## config.mk

```make
export PLATFORM = sky130hd
export DESIGN_NAME = fetch_stage
export DESIGN_NICKNAME = d
export VERILOG_FILES = /design/src/rtl/fetch_stage.sv
export SDC_FILE = /design/constraint.sdc
export NUM_CORES = 1
export LEC_CHECK = 0
export BUFFER_PORTS_ARGS = -buffer_cell sky130_fd_sc_hd__buf_2
export CAP_MARGIN = 10
export CORE_ASPECT_RATIO = 1.2
export CORE_UTILIZATION = 45
export DETAILED_ROUTE_END_ITERATION = 6
export HOLD_SLACK_MARGIN = 0.15
export PLACE_DENSITY = 0.65
export SYNTH_ARGS = -nofsm -noshare
export SYNTH_HDL_FRONTEND = slang
export SYNTH_SLANG_ARGS = --single-unit
```

## constraint.sdc

```tcl
create_clock -name clk_i -period 10.6 [get_ports clk_i]
set_clock_uncertainty 0.05 [all_clocks]
set_input_delay 1.59 -clock clk_i [delete_from_list [all_inputs] [get_ports clk_i]]
set_output_delay 1.59 -clock clk_i [all_outputs]
set_load 0.01 [all_outputs]
```

## src/rtl/fetch_stage.sv

```systemverilog
// Instruction fetch stage: single-outstanding request FSM feeding a small
// instruction buffer toward decode, with branch redirect and response discard.
module fetch_stage #(
  parameter int unsigned              WORD_WIDTH = 32,
  parameter logic [WORD_WIDTH-1:0]    BOOT_ADDR  = 32'h0000_0000,
  parameter int unsigned              FIFO_DEPTH = 2
) (
  input  logic                  clk_i,
  input  logic                  rst_i,
  output logic                  instr_req_o,
  output logic [WORD_WIDTH-1:0] instr_addr_o,
  input  logic                  instr_gnt_i,
  input  logic                  instr_rvalid_i,
  input  logic [WORD_WIDTH-1:0] instr_rdata_i,
  input  logic                  branch_i,
  input  logic [WORD_WIDTH-1:0] branch_target_i,
  output logic                  instr_valid_o,
  output logic [WORD_WIDTH-1:0] instruction_o,
  output logic [WORD_WIDTH-1:0] pc_o,
  input  logic                  decode_ready_i
);

  localparam int unsigned PtrW = (FIFO_DEPTH > 1) ? $clog2(FIFO_DEPTH) : 1;
  localparam int unsigned CntW = PtrW + 1;
  localparam logic [CntW-1:0] Depth = CntW'(FIFO_DEPTH);

  localparam logic [1:0] IDLE        = 2'd0;
  localparam logic [1:0] WAIT_GNT    = 2'd1;
  localparam logic [1:0] WAIT_RVALID = 2'd2;

  logic [1:0]            state_q, state_d;
  logic [WORD_WIDTH-1:0] fetch_pc_q, fetch_pc_d;
  logic [WORD_WIDTH-1:0] req_addr_q, req_addr_d;
  logic                  discard_q, discard_d;
  logic [PtrW-1:0]       rd_ptr_q, rd_ptr_d;
  logic [PtrW-1:0]       wr_ptr_q, wr_ptr_d;
  logic [CntW-1:0]       count_q, count_d;
  logic [WORD_WIDTH-1:0] fifo_instr_q [FIFO_DEPTH];
  logic [WORD_WIDTH-1:0] fifo_pc_q    [FIFO_DEPTH];

  logic [WORD_WIDTH-1:0] branch_pc;
  logic                  fifo_empty, fifo_full;
  logic                  resp, push, pop, credit;

  assign branch_pc  = {branch_target_i[WORD_WIDTH-1:2], 2'b00};
  assign fifo_empty = (count_q == '0);
  assign fifo_full  = (count_q == Depth);
  assign resp       = (state_q == WAIT_RVALID) && instr_rvalid_i;
  // A redirect in the response cycle drops that response along with the flush.
  assign push       = resp && !discard_q && !branch_i;
  assign pop        = !fifo_empty && decode_ready_i && !branch_i;
  assign credit     = (count_d < Depth);

  always_comb begin
    rd_ptr_d = rd_ptr_q;
    wr_ptr_d = wr_ptr_q;
    count_d  = count_q;
    if (branch_i) begin
      rd_ptr_d = '0;
      wr_ptr_d = '0;
      count_d  = '0;
    end else begin
      if (push) wr_ptr_d = wr_ptr_q + PtrW'(1);
      if (pop)  rd_ptr_d = rd_ptr_q + PtrW'(1);
      if (push && !pop)      count_d = count_q + CntW'(1);
      else if (!push && pop) count_d = count_q - CntW'(1);
    end
  end

  always_comb begin
    state_d    = state_q;
    fetch_pc_d = fetch_pc_q;
    req_addr_d = req_addr_q;
    discard_d  = discard_q;
    if (branch_i) fetch_pc_d = branch_pc;
    case (state_q)
      IDLE: begin
        if (credit) begin
          state_d    = WAIT_GNT;
          req_addr_d = fetch_pc_d;
        end
      end
      WAIT_GNT: begin
        if (branch_i) discard_d = 1'b1;
        if (instr_gnt_i) begin
          state_d = WAIT_RVALID;
          // After a redirect fetch_pc already holds the target; do not step it.
          if (!branch_i && !discard_q) fetch_pc_d = fetch_pc_q + WORD_WIDTH'(4);
        end
      end
      WAIT_RVALID: begin
        if (instr_rvalid_i) begin
          discard_d = 1'b0;
          if (credit) begin
            state_d    = WAIT_GNT;
            req_addr_d = fetch_pc_d;
          end else begin
            state_d = IDLE;
          end
        end else if (branch_i) begin
          discard_d = 1'b1;
        end
      end
      default: state_d = IDLE;
    endcase
  end

  always_ff @(posedge clk_i or posedge rst_i) begin
    if (rst_i) begin
      state_q    <= IDLE;
      fetch_pc_q <= BOOT_ADDR;
      req_addr_q <= BOOT_ADDR;
      discard_q  <= 1'b0;
      rd_ptr_q   <= '0;
      wr_ptr_q   <= '0;
      count_q    <= '0;
    end else begin
      state_q    <= state_d;
      fetch_pc_q <= fetch_pc_d;
      req_addr_q <= req_addr_d;
      discard_q  <= discard_d;
      rd_ptr_q   <= rd_ptr_d;
      wr_ptr_q   <= wr_ptr_d;
      count_q    <= count_d;
    end
  end

  always_ff @(posedge clk_i) begin
    if (push) begin
      fifo_instr_q[wr_ptr_q] <= instr_rdata_i;
      fifo_pc_q[wr_ptr_q]    <= req_addr_q;
    end
  end

  assign instr_req_o   = (state_q == WAIT_GNT);
  assign instr_addr_o  = req_addr_q;
  assign instr_valid_o = !fifo_empty;
  assign instruction_o = fifo_empty ? '0 : fifo_instr_q[rd_ptr_q];
  assign pc_o          = fifo_empty ? BOOT_ADDR : fifo_pc_q[rd_ptr_q];

  push_when_full_a : assert property (@(posedge clk_i) disable iff (rst_i) !(push && fifo_full));

endmodule

```

==> results.cfg <==
[outcome]
outcome = finished clean

[drt]
drtIter0Drc = 325
totalWireLength_um = 17700
top_layer = met4
wl_per_cell_um = 16.5
wl_met3_um = 746
met2WireLength_um = 8870
met1_length_um = 7740
first_pass_iters = 4
postRouteAntennaNets = 0
vias = 5419
drcViolationCount = 0
viasPerCell = 5.07

[power]
power_density_nw_per_um2 = 223
leakage_uw = 0.00411
irDropWorstVdd_mv = 0.186
power_uw = 2300

[logic_synthesis]
synth_area_leader_cell = edfxtp_1
synth_top_cell_area_share_pct = 44.4
ys_warn_count = 0
synth_cells = 639
avgSynthCellArea_um2 = 13.5
synthDistinctLibCells = 48
ys_async_sr_fraction_pct = 35.7
synth_fp_nets = 715
synth_most_common_cell = edfxtp_1
synth_seq_cells = 199
synth-edff-count = 128
netlist_area_um2 = 8650
synth_area_leaders = edfxtp_1, dfrtp_1, mux2i_1
synth_flop_cell = edfxtp_1
synth_common_cells = edfxtp_1, nor2_1, dfrtp_1, mux2i_1, o21ai_0
seq_area_frac_synth_pct = 65.0

[timing]
setup_violations = 0
fin_crit_ps = 3920
fin_crit_sh_pct = 36.9
final.setup.tns_ps = 0
tightest_slew_ps = 1200
fmax_mhz = 255
slew_headroom_pct = 20.1
fin_ws_ps = 6680
rsz0062_at_grt = no
hold_viol = 0
drv_slew = 0

[clock_network]
root_buffer = clkbuf_16
clk_pin_slew_ps = 70
clock-sinks = 199
clk_latency_ps = 430
cts_tree = done
cts_buffers = 17
clock_path_buffers = 2
ctsHoldBuffers = 0
cts_resized = 0
cts_max_level = 4
cts_setup_buffers = 0

[floorplanning]
die_h_um = 154
start_util_pct = 45.9
coreArea_um2 = 18900
die_area_um2 = 19800
num_rows = 55
io_pins = 168
fp.dieW_um = 129

[setup_path]
worst_setup_path_start_kind = register
required_ps = 8960
r2r_cells = 8
endpoint_kind = primary output
cp.arrival_ps = 2280
cp_max_fo = 49
critical_path_class = reg -> out

[placement]
place_ws_ps = 6640
hpwl_um = 11700
io_buffer_count = 165
place_congestion = 0.809
dp.cells = 1037

[worst_hold_path]
hp-class = reg -> reg
whs_path_depth = 0

[cells_and_area]
seqCellArea_um2 = 5620
multi_input_area_um2 = 2760
area_delta_synth_final_pct = 18.9
final_util_pct = 54.5
layout-drive-gt1-share_pct = 30.9
layoutNonFillerInstCount = 1069
diodes = 0
fill_cells = 1627
nNetsFinal = 876

[global_routing]
grt-ovfl-total = 0
antenna_found_initial = 0
grt_first_pass_wirelength_um = 28200
grt_max_degree = 102
grt_pass1_vias = 5496
grt_usage_pct = 18.6

[flow_run]
maxCapViolations = 0
-- power breakdown --
group | total (uW) | switching, uW | internal, uW
sequential | 1050 | 107 | 942
clock | 632 | 284 | 348
combinational | 615 | 305 | 310
total | 2300 | 696 | 1600
-- per-layer routing --
metal	global-route usage (%)	vias up
met5	0	-
met1	23.3	2661
met4	7.45	0
li1	-	2609
met3	3.17	20
met2	31.8	129
-- cells in the final DEF (no fill, tap or decap), drive strengths merged, types with 2 or more instances in the layout --
master and count:
and2 3, edfxtp 128, nand2b 3, xnor2 22, nor2 79, nor3b 2
inv 33, mux2i 65, bufinv 2, mux2 39, a31oi 2, a21oi 3
nor3 11, a21o 2, a221oi 2, nand3 8, clkbuf 17, clkinv 7
nand2 30, nor2b 11, and4 2, nand3b 4, nor4 7, clkinvlp 3
buf 173, ha 6, nand4 4, a311oi 2, a32o 2, o21ai 40
and3b 2, a211oi 8, dfrtp 71, and3 8
-- flip-flops by register name (all words and copies together) (netlist names) --
| register | flops |
|---|---|
| count_q | 2 |
| discard_q | 1 |
| fetch_pc_q | 32 |
| fifo_instr_q | 64 |
| fifo_pc_q | 64 |
| instr_addr_o | 32 |
| rd_ptr_q | 1 |
| state_q | 2 |
| wr_ptr_q | 1 |
-- worst max-delay path, stage by stage (launching register included) --
cell,delay [ps]
dfrtp_1,400
inv_1,110
ha_2,490
buf_4,530
nor2_1,140
buf_2,170
-- layout make-up --
cell class                 instances  area share (%)
clock buffer                      17            4.14
clock inverter                    15            1.47
inverter                          30            1.10
multi-input combinational        379            26.9
sequential                       199            54.7
tap                              256            3.12
timing repair buffer             173            8.62
-- kinds of logic after synthesis --
group                      share of synthesized area [%]
DFF                                                 65.0
and+or+nand+nor                                     9.78
muxes                                               13.8
AOI/OAI and AO/OA                                   5.05
buffers and inverters                               3.24
xor gates and xnor gates                            2.33
adders and majority gates                          0.868
-- per-stage QoR --
step                cell area, um^2  hold slack (ps)
floorplan                      8650              406
global placement               9710              421
detailed placement             9710              431
CTS                           10300              448
global route                  10300              459
finish                        10300              449
-- final timing paths --
kind                                               from  slack [ps]                      endpoint
max                                count_q[1]$_DFF_PP0_        6680                      pc_o[22]
min                        instr_addr_o[28]$_DFFE_PP0P_         450    fifo_pc_q[0][28]$_DFFE_PP_
max reg2reg                        count_q[1]$_DFF_PP0_        7460  instr_addr_o[28]$_DFFE_PP0P_
min reg2reg                instr_addr_o[28]$_DFFE_PP0P_         450    fifo_pc_q[0][28]$_DFFE_PP_
max in group asynchronous                         rst_i        8420          rd_ptr_q$_DFFE_PP0P_
min in group asynchronous                         rst_i        1370  instr_addr_o[26]$_DFFE_PP0P_
Power figures use the tool's default switching activity.
